`src/rtl/ahb_arb_pkg.sv`:
```
// Shared AHB-Lite encodings and small helpers for the burst/lock-aware arbiter.
package ahb_arb_pkg;

  localparam logic [1:0] HTRANS_IDLE   = 2'd0;
  localparam logic [1:0] HTRANS_BUSY   = 2'd1;
  localparam logic [1:0] HTRANS_NONSEQ = 2'd2;
  localparam logic [1:0] HTRANS_SEQ    = 2'd3;

  localparam logic [2:0] HBURST_SINGLE = 3'd0;
  localparam logic [2:0] HBURST_INCR   = 3'd1;
  localparam logic [2:0] HBURST_WRAP4  = 3'd2;
  localparam logic [2:0] HBURST_INCR4  = 3'd3;
  localparam logic [2:0] HBURST_WRAP8  = 3'd4;
  localparam logic [2:0] HBURST_INCR8  = 3'd5;
  localparam logic [2:0] HBURST_WRAP16 = 3'd6;
  localparam logic [2:0] HBURST_INCR16 = 3'd7;

  // Beats still to come after the NONSEQ of a defined-length burst.
  function automatic logic [3:0] burst_beats(input logic [2:0] hburst);
    logic [3:0] beats;
    case (hburst)
      HBURST_WRAP4, HBURST_INCR4:   beats = 4'd3;
      HBURST_WRAP8, HBURST_INCR8:   beats = 4'd7;
      HBURST_WRAP16, HBURST_INCR16: beats = 4'd15;
      default:                      beats = 4'd0;
    endcase
    return beats;
  endfunction

  function automatic logic [4:0] onehot2bin(input logic [31:0] onehot);
    logic [4:0] idx;
    idx = 5'd0;
    for (int i = 0; i < 32; i++) begin
      if (onehot[i]) begin
        idx = idx | 5'(i);
      end else begin
        idx = idx;
      end
    end
    return idx;
  endfunction

endpackage

```
`src/rtl/ahb_arb_rr_pick.sv`:
```
// Round-robin picker: first set candidate bit at or after i_start, wrapping.
module ahb_arb_rr_pick #(
  parameter int REQ_NUM = 4,
  parameter int SW      = 2
) (
  input  logic [REQ_NUM-1:0] i_cand,
  input  logic [SW-1:0]      i_start,
  output logic [REQ_NUM-1:0] o_pick
);

  always_comb begin
    logic          w_found;
    logic [SW-1:0] w_idx;
    o_pick  = '0;
    w_found = 1'b0;
    w_idx   = '0;
    for (int k = 0; k < REQ_NUM; k++) begin
      w_idx = SW'((int'(i_start) + k) % REQ_NUM);
      if (!w_found && i_cand[w_idx]) begin
        o_pick[w_idx] = 1'b1;
        w_found       = 1'b1;
      end else begin
        w_found = w_found;
      end
    end
  end

endmodule

```
`src/rtl/ahb_burst_arbiter.sv`:
```
// AHB-Lite master arbiter: holds ownership across bursts, INCR runs and locked
// sequences; otherwise priority + round-robin with age promotion.
module ahb_burst_arbiter
  import ahb_arb_pkg::*;
#(
  parameter int REQ_NUM   = 4,
  parameter int PRI_WIDTH = 2,
  parameter int DEF_MST   = 0,
  parameter int AGE_MAX   = 15,
  parameter int SW        = (REQ_NUM > 1) ? $clog2(REQ_NUM) : 1,
  parameter int AW        = $clog2(AGE_MAX + 1)
) (
  input  logic                           HCLK,
  input  logic                           HRESET,
  input  logic [2*REQ_NUM-1:0]           m_htrans,
  input  logic [3*REQ_NUM-1:0]           m_hburst,
  input  logic [REQ_NUM-1:0]             m_hmastlock,
  input  logic [PRI_WIDTH*REQ_NUM-1:0]   pri,
  input  logic                           hready,
  output logic [REQ_NUM-1:0]             gnt,
  output logic [REQ_NUM-1:0]             last_gnt,
  output logic [SW-1:0]                  sel_a,
  output logic [SW-1:0]                  sel_d,
  output logic                           hold
);

  localparam logic [REQ_NUM-1:0] DEF_OH    = REQ_NUM'(1) << DEF_MST;
  localparam logic [SW-1:0]      DEF_IDX   = SW'(DEF_MST);
  localparam logic [AW-1:0]      AGE_MAX_V = AW'(AGE_MAX);

  logic [REQ_NUM-1:0]   r_gnt;
  logic [REQ_NUM-1:0]   r_last_gnt;
  logic [SW-1:0]        r_sel_a;
  logic [SW-1:0]        r_sel_d;
  logic [3:0]           r_beats_left;
  logic [AW-1:0]        r_age [REQ_NUM];

  logic [1:0]           w_trans [REQ_NUM];
  logic [2:0]           w_burst [REQ_NUM];
  logic [PRI_WIDTH-1:0] w_pri   [REQ_NUM];
  logic [REQ_NUM-1:0]   w_req;
  logic [1:0]           w_o_trans;
  logic [3:0]           w_beats_next;
  logic                 w_hold;
  logic [REQ_NUM-1:0]   w_aged;
  logic [REQ_NUM-1:0]   w_top;
  logic [PRI_WIDTH-1:0] w_maxpri;
  logic [REQ_NUM-1:0]   w_cand;
  logic [SW-1:0]        w_start;
  logic [REQ_NUM-1:0]   w_pick;
  logic [REQ_NUM-1:0]   w_next_gnt;

  always_comb begin
    for (int i = 0; i < REQ_NUM; i++) begin
      w_trans[i] = m_htrans[2*i +: 2];
      w_burst[i] = m_hburst[3*i +: 3];
      w_pri[i]   = pri[PRI_WIDTH*i +: PRI_WIDTH];
      w_req[i]   = (m_htrans[2*i +: 2] != HTRANS_IDLE);
    end
  end

  // Burst beat tracking and ownership hold for the current address-phase owner.
  always_comb begin
    w_o_trans = w_trans[r_sel_a];
    case (w_o_trans)
      HTRANS_NONSEQ: w_beats_next = burst_beats(w_burst[r_sel_a]);
      HTRANS_SEQ:    w_beats_next = (r_beats_left != 4'd0) ? (r_beats_left - 4'd1) : 4'd0;
      HTRANS_BUSY:   w_beats_next = r_beats_left;
      default:       w_beats_next = 4'd0;
    endcase
    // SEQ/BUSY outside a counted burst means an undefined-length INCR is still running.
    w_hold = (w_beats_next != 4'd0)
           | (((w_o_trans == HTRANS_SEQ) || (w_o_trans == HTRANS_BUSY)) && (r_beats_left == 4'd0))
           | (m_hmastlock[r_sel_a] & w_req[r_sel_a]);
  end

  always_comb begin
    w_maxpri = '0;
    for (int i = 0; i < REQ_NUM; i++) begin
      if (w_req[i] && (w_pri[i] > w_maxpri)) begin
        w_maxpri = w_pri[i];
      end else begin
        w_maxpri = w_maxpri;
      end
    end
    for (int i = 0; i < REQ_NUM; i++) begin
      w_aged[i] = w_req[i] && (r_age[i] == AGE_MAX_V);
      w_top[i]  = w_req[i] && (w_pri[i] == w_maxpri);
    end
    w_cand  = (|w_aged) ? w_aged : w_top;
    w_start = (r_sel_a == SW'(REQ_NUM - 1)) ? '0 : (r_sel_a + SW'(1));
  end

  ahb_arb_rr_pick #(
    .REQ_NUM (REQ_NUM),
    .SW      (SW)
  ) u_rr_pick (
    .i_cand  (w_cand),
    .i_start (w_start),
    .o_pick  (w_pick)
  );

  always_comb begin
    if (w_hold || (w_req == '0)) begin
      w_next_gnt = r_gnt;
    end else begin
      w_next_gnt = w_pick;
    end
  end

  // Grant pipeline, beat counter and ages advance only on accepted transfers.
  always_ff @(posedge HCLK or posedge HRESET) begin
    if (HRESET) begin
      r_gnt        <= DEF_OH;
      r_last_gnt   <= DEF_OH;
      r_sel_a      <= DEF_IDX;
      r_sel_d      <= DEF_IDX;
      r_beats_left <= 4'd0;
      for (int i = 0; i < REQ_NUM; i++) begin
        r_age[i] <= '0;
      end
    end else if (hready) begin
      r_last_gnt   <= r_gnt;
      r_sel_d      <= r_sel_a;
      r_gnt        <= w_next_gnt;
      r_sel_a      <= SW'(onehot2bin(32'(w_next_gnt)));
      r_beats_left <= w_beats_next;
      for (int i = 0; i < REQ_NUM; i++) begin
        if (w_req[i] && !w_next_gnt[i]) begin
          r_age[i] <= (r_age[i] == AGE_MAX_V) ? r_age[i] : (r_age[i] + AW'(1));
        end else begin
          r_age[i] <= '0;
        end
      end
    end
  end

  assign gnt      = r_gnt;
  assign last_gnt = r_last_gnt;
  assign sel_a    = r_sel_a;
  assign sel_d    = r_sel_d;
  assign hold     = w_hold;

endmodule
```
`config.mk`:
```
export PLATFORM = sky130hd
export DESIGN_NAME = ahb_burst_arbiter
export DESIGN_NICKNAME = d
export VERILOG_FILES = /design/src/rtl/ahb_arb_pkg.sv /design/src/rtl/ahb_arb_rr_pick.sv /design/src/rtl/ahb_burst_arbiter.sv
export SDC_FILE = /design/constraint.sdc
export NUM_CORES = 1
export LEC_CHECK = 0
export CORE_MARGIN = 2
export CORE_UTILIZATION = 25
export CTS_CLUSTER_DIAMETER = 40
export DETAILED_ROUTE_END_ITERATION = 7
export GPL_ROUTABILITY_DRIVEN = 0
export PLACE_DENSITY = 0.43
export SLEW_MARGIN = 20
export SYNTH_ARGS = -nofsm -noshare
export SYNTH_HDL_FRONTEND = slang
export SYNTH_SLANG_ARGS = --single-unit
```
`constraint.sdc`:
```
create_clock -name HCLK -period 5.8 [get_ports HCLK]
set_input_delay 1.16 -clock HCLK [delete_from_list [all_inputs] [get_ports HCLK]]
set_output_delay 1.16 -clock HCLK [all_outputs]
set_load 0.01 [all_outputs]
```
* Word level (Yosys, flattened, before mapping) *
Cells that the tools add are included.

storage, ports and cells
  register bits = 32
  latch bits = 0
  bits in writable memories = 0
  memory bits (read-only) = 0
  logic and storage cells = 164
  memories kept = 0

cells by class
  $add $sub $neg = 9
  multipliers = 0
  div/mod/pow operators = 0
  $lt $le $gt $ge = 14
  eq/ne operators = 22
  shifts and indexed selects = 0
  multiplexer cells = 54
  bitwise gates (word level) = 7
  reductions and logical operators = 49

operators by type and width
  kind                                                                number
  2-to-1 mux 4 bit                                                    15
  logical AND 1 bit                                                   24
  one-hot mux 4 bit (3 select lines)                                  2
  2-to-1 mux 2 bit                                                    9
  adder 4 x 1 -> 4 bit (second input constant)                        4
  equality test 4 bit (second input constant)                         4
  less-than comparator 2 x 3 -> 1 bit (second input constant)         5
  2-to-1 mux 1 bit                                                    14
  binary-select mux 1 bit (select 2 bit)                              6
  equality test 3 bit (second input constant)                         4
  OR 4 bit                                                            3
  demux 1 bit (select 2 bit)                                          4
  equality test 2 bit                                                 4
  greater-or-equal comparator 2 x 1 -> 1 bit (second input constant)  4
  logical NOT 4 bit                                                   2
  inequality test 2 bit (second input constant)                       4
  AND reduction 2 bit                                                 4
  nonzero test 2 bit                                                  4
  nonzero test 4 bit                                                  2
  logical NOT 1 bit                                                   7
  binary-select mux 3 bit (select 2 bit)                              1
  equality test 2 bit (second input constant)                         3
  equality test 3 x 2 -> 1 bit (second input constant)                2
  > comparator 2 bit                                                  3
  14 further kinds                                                    21

* Longest topological paths before layout *
Gate-level depths: netlist of run 1.

  depth after elaboration = 32
  mapped depth = 26

* Modules after synthesis *
From an unflattened synthesis of run 1, not the netlist that was laid out.

second synthesis, totals
  cell total of the unflattened synthesis = 296
  area total of the unflattened synthesis = 2,816.5 um^2

modules (own cells, without submodules)
  module             times used  cells each  area an instance (um^2)  sequential area each (um^2)
  ahb_burst_arbiter  1           260         2,478.6                  803.3
  ahb_arb_rr_pick    1           36          337.8                    0.0

* Worst setup path after synthesis of run 1 *
Ideal clock, no wire load.

  path kind = input to register
  start = input port m_htrans[0]
  end = register r_age[8] in the netlist's numbering
  library setup time = 125 ps
  arrival = 6,304 ps
  data required time = 5,675 ps
  setup slack = -629 ps
  stages = 26
  cell sequence = or2_1 > and2_4 > inv_2 > ha_1 > nor2b_2 > o21a_4 > o21ai_0 > inv_1 > ha_1 > nor2b_1 > o21ai_1 > o211ai_1 > a21boi_0 > ha_1 > a2bb2oi_2 > o21a_1 > buf_2 > o21bai_1 > o21ai_1 > or4b_4 > o211ai_4 > and3b_1 > o211ai_1 > a41oi_2 > o21ai_1 > mux2_2

on the way
  longest elaborated chain between the ends = 32
  elaborated cells on any way between the ends = 70
  classes of those cells = order compare: 3; eq/ne: 8; mux: 28; bitwise: 6; reduce/logical: 25

ends and longest elaborated chain
  item                             line                      RTL
  from (decl)                      ahb_burst_arbiter.sv:15   input logic [2*REQ_NUM-1:0] m_htrans,
  nonzero test 2 bit               ahb_burst_arbiter.sv:58   w_req[i] = (m_htrans[2*i +: 2] != HTRANS_IDLE);
  logical AND 1 bit                ahb_burst_arbiter.sv:80   if (w_req[i] && (w_pri[i] > w_maxpri)) begin
  2-to-1 mux 2 bit                 ahb_burst_arbiter.sv:80
  > comparator 2 bit               ahb_burst_arbiter.sv:80
  logical AND 1 bit                ahb_burst_arbiter.sv:80
  2-to-1 mux 2 bit                 ahb_burst_arbiter.sv:80
  > comparator 2 bit               ahb_burst_arbiter.sv:80
  logical AND 1 bit                ahb_burst_arbiter.sv:80
  [... 16 more ...]                -
  logical NOT 1 bit                ahb_arb_rr_pick.sv:19     if (!w_found && i_cand[w_idx]) begin
  logical AND 1 bit                ahb_arb_rr_pick.sv:19
  2-to-1 mux 4 bit                 ahb_arb_rr_pick.sv:19
  2-to-1 mux 4 bit (*)             ahb_burst_arbiter.sv:104  if (w_hold || (w_req == '0)) begin
  logical NOT 1 bit (*)            ahb_burst_arbiter.sv:129  if (w_req[i] && !w_next_gnt[i]) begin
  logical AND 1 bit (*)            ahb_burst_arbiter.sv:129
  inequality test 2 bit (no line)  -
  AND reduction 2 bit (no line)    -
  to (signal, indexed assignment)  ahb_burst_arbiter.sv:130  r_age[i] <= (r_age[i] == AGE_MAX_V) ? r_age[i] : (r_age[i] + AW'(1));
  to (decl)                        ahb_burst_arbiter.sv:36   logic [AW-1:0] r_age [REQ_NUM];

Every way passes the cells marked *; elsewhere a longest branch is shown, timed or not. The select of a mux whose other input is x is not followed.
A chain may end at the register's enable or synchronous reset.

* Worst setup path after layout of run 1 *
  start = input port m_htrans[1]
  end = register r_age[3] in the netlist's numbering

Same word-level chain as after synthesis.

==> results of run 1 <==
==> registers in the layout (all words and copies together) (netlist names) <==
| register | count |
|---|---|
| sel_a | 2 |
| gnt | 4 |
| last_gnt | 4 |
| r_age | 16 |
| r_beats_left | 4 |
| sel_d | 2 |
==> cell families after synthesis <==
| group | after synthesis | share of synthesized area, % |
|---|---|---|
| adders and majority gates | 15 | 6.05 |
| AOI/OAI and AO/OA | 150 | 39.3 |
| buffers and inverters | 28 | 3.51 |
| muxes | 19 | 7.78 |
| and+or+nand+nor | 99 | 16.7 |
| xor gates and xnor gates | 3 | 0.847 |
| DFF | 32 | 25.9 |
==> cell type report <==
type	instances	area (um^2)	area share, %
Clock inverter	2	10.0	0.207
Multi-Input combinational cell	286	2510	52.0
Clock buffer	6	139	2.88
Tap cell	168	210	4.35
Sequential cell	32	803	16.6
Timing Repair Buffer	123	1070	22.2
Inverter	21	81.3	1.68
==> worst max-delay path: cells and delay by family <==
family / cells / cell delay, ns
adders and majority gates: 3 / 0.81
AOI/OAI and AO/OA: 13 / 2.43
and+or+nand+nor: 6 / 1.28
buffers and inverters: 7 / 0.81
==> worst max path at each step <==
| stage | startpoint | depth (start not counted) | endpoint | slack, ns |
|---|---|---|---|---|
| 2_1_floorplan | m_htrans[0] | 25 | sel_a[0] | -0.31 |
| 6_report | m_htrans[1] | 29 | r_age[3] | -0.48 |
| 3_5_place_dp | m_htrans[0] | 24 | r_age[8] | -1.23 |
| 4_1_cts | m_htrans[1] | 26 | r_age[5] | -0.41 |
| 5_1_grt | m_htrans[1] | 28 | r_age[3] | -0.72 |
| 3_3_place_gp | m_htrans[0] | 25 | r_age[8] | -1.23 |
==> where the power goes <==
group          leakage, nW  switching (mW)  internal, mW
sequential           0.406          0.0992         0.319
combinational         1.52           0.902         0.930
clock               0.0766          0.0985         0.169
==> metrics by stage <==
stage / hold slack [ns] / worst slack [ns] / setup TNS (ns) / utilization (%)
floorplan: 0.474 / -0.309 / -4.96 / -
global placement: 0.488 / -1.23 / -24.96 / 35.1
detailed placement: 0.497 / -1.23 / -24.88 / 35.1
CTS: 0.510 / -0.412 / -7.33 / 38.8
global route: 0.532 / -0.720 / -13.81 / 40.0
finish: 0.503 / -0.479 / -8.68 / 40.0
==> placed cells by master (no fill, tap or decap), types with 8 or more instances in the layout <==
| master | count |
|---|---|
| o211ai_1 | 14 |
| mux2_2 | 10 |
| dfrtp_1 | 30 |
| nand2_1 | 16 |
| a21oi_1 | 28 |
| buf_4 | 69 |
| nor2_1 | 34 |
| clkdlybuf4s50_1 | 37 |
| nand4_1 | 8 |
| o21ai_0 | 11 |
| inv_1 | 16 |
| buf_6 | 13 |
| ha_1 | 12 |
==> timing repair <==
action	4_1_cts	5_1_grt
pin swaps	37	22
gates resized for setup	46	25
endpoints found under the setup margin	22	22
buffers inserted	18	3
==> routing by layer <==
| layer | GRT usage, % | vias to the layer above | part of all wire, % | wire [um] |
|---|---|---|---|---|
| met3 | 2.77 | 6 | 4.2 | 448 |
| li1 | - | 1621 | - | - |
| met2 | 25.6 | 67 | 47 | 4990 |
| met4 | 2.33 | 0 | 0.43 | 46 |
| met1 | 23.6 | 1629 | 49 | 5190 |
| met5 | 0 | - | 0 | 0 |
==> results.toml, run 1 <==
[run_status]
outcome = "finished, violations left"
violations = "setup timing"

[yosys]
synth.top_cell.area_share_pct = 24.2
async_flop_share_pct = 100
synth_top_area_cell = "dfrtp_1"
synth-edff-count = 0
yosysSeqAreaShare_pct = 25.9
yosysWarnings = 0
syn-instance-count = 346
synth_cell_types = 79
syn_avg_cell_area_um2 = 8.97
synthFlopType = "dfrtp_1"
mappedNetlistArea_um2 = 3100
synthTopCellsByCount = "nor2_1, dfrtp_1, a21oi_1, inv_1, nand2_1"
ys_seq_elements = 32
yosysMostFrequentCell = "nor2_1"
synthesis.nets = 396
synth_area_leaders = "dfrtp_1, ha_1, a21oi_1"

[placement]
dp_hpwl_um = 7990
dpl_cell_area_um2 = 4240
port_buffers = 43
numPlacedInstances = 609

[routing]
dr.first_iter.drc_count = 217
dr.pass1.iters = 4
drc = 0
vias = 3323
wirelength_um = 10700
routedWlPerCell_um = 16.7
vias_per_cell = 5.21
antenna_left = 0

[cts]
cts_tree = "yes"
clkLatencyLatePin_ns = 0.28
cts_sinks = 32
path_clk_slew_ns = 0.06
clock_path_buffers = 2
cts_root_buf = "clkbuf_16"
cts_inserted_buffers = 5
cts_hold_buf = 0
h-tree-depth = 2

[global_routing]
grt.overflow.total = 0
grt_pass1_wl_um = 17100
antenna_found_initial = 0
grt_pass1_vias = 3257
grt_max_degree = 43
track_usage_pct = 16.2

[floorplanning]
fp.dieH_um = 115
num_rows = 40
core_area_um2 = 12100
pin_count = 48
fp.dieW_um = 115
initial_utilization_pct = 25.7
fp.dieArea_um2 = 13300

[sta]
fmax_ghz = 0.159
hold_viol = 0
slew-limit-headroom_pct = 49.6
final_max_slew_viol_count = 0
rsz0062_at_grt = "true"
period_needed_ns = 6.28
fin_ws_ns = -0.479
setup_violations = 22
worstMarginPinSlew_ns = 0.753
skew_ns = 0.00536
period_share_pct = 108

[worst_hold_path]
min_path_cells = 1
holdPathEnd = "sel_d[0]"
min-delay-start = "sel_d[0]"
hp-class = "reg -> reg"

[pwr]
power.density_nw_per_um2 = 521
vdd_drop_max_mv = 0.322
power.total_mw = 2.52
power.leakage_nw = 2.00

[worst_setup_path]
slowest_stage = "or4b_4"
crit_top_cell = "buf_6"
cp.arrival_ns = 6.48
worstSetupStartpointType = "primary input"
crit_type = "in -> reg"
r2r-start = "sel_a[1]"
cp.required_ns = 6.00
worstPathMaxFanout = 5
slowest_delay_ns = 0.53
r2r-end = "r_age[14]"
rr_worst_depth = 12
cp-end-kind = "flop"
reg2reg_slack_ns = 2.00

[final_layout]
drive_gt1_share_pct = 37.2
nNetsFinal = 519
fillers = 1186
fin_cells = 638
fin_area_um2 = 4830
antennaDiodeCount = 0
area_delta_synth_final_pct = 55.6

[run]
cap_violations = 0
(Power assumes the default switching activity.)
==> inputs of run 2 (changes only) <==
--- a/config.mk
+++ b/config.mk
@@ -11,7 +11,7 @@
 export DETAILED_ROUTE_END_ITERATION = 7
 export GPL_ROUTABILITY_DRIVEN = 0
 export PLACE_DENSITY = 0.43
-export SLEW_MARGIN = 20
+export SLEW_MARGIN = 40
 export SYNTH_ARGS = -nofsm -noshare
 export SYNTH_HDL_FRONTEND = slang
 export SYNTH_SLANG_ARGS = --single-unit
==> results of run 2 <==
Final layout, timing and power as in run 1 (identical DEF).
==> inputs of run 3 (changes only) <==
--- a/config.mk
+++ b/config.mk
@@ -7,7 +7,7 @@
 export LEC_CHECK = 0
 export CORE_MARGIN = 2
 export CORE_UTILIZATION = 25
-export CTS_CLUSTER_DIAMETER = 40
+export CTS_CLUSTER_DIAMETER = 60
 export DETAILED_ROUTE_END_ITERATION = 7
 export GPL_ROUTABILITY_DRIVEN = 0
 export PLACE_DENSITY = 0.43
==> results of run 3 <==
Final layout, timing and power as in run 1 (identical DEF).
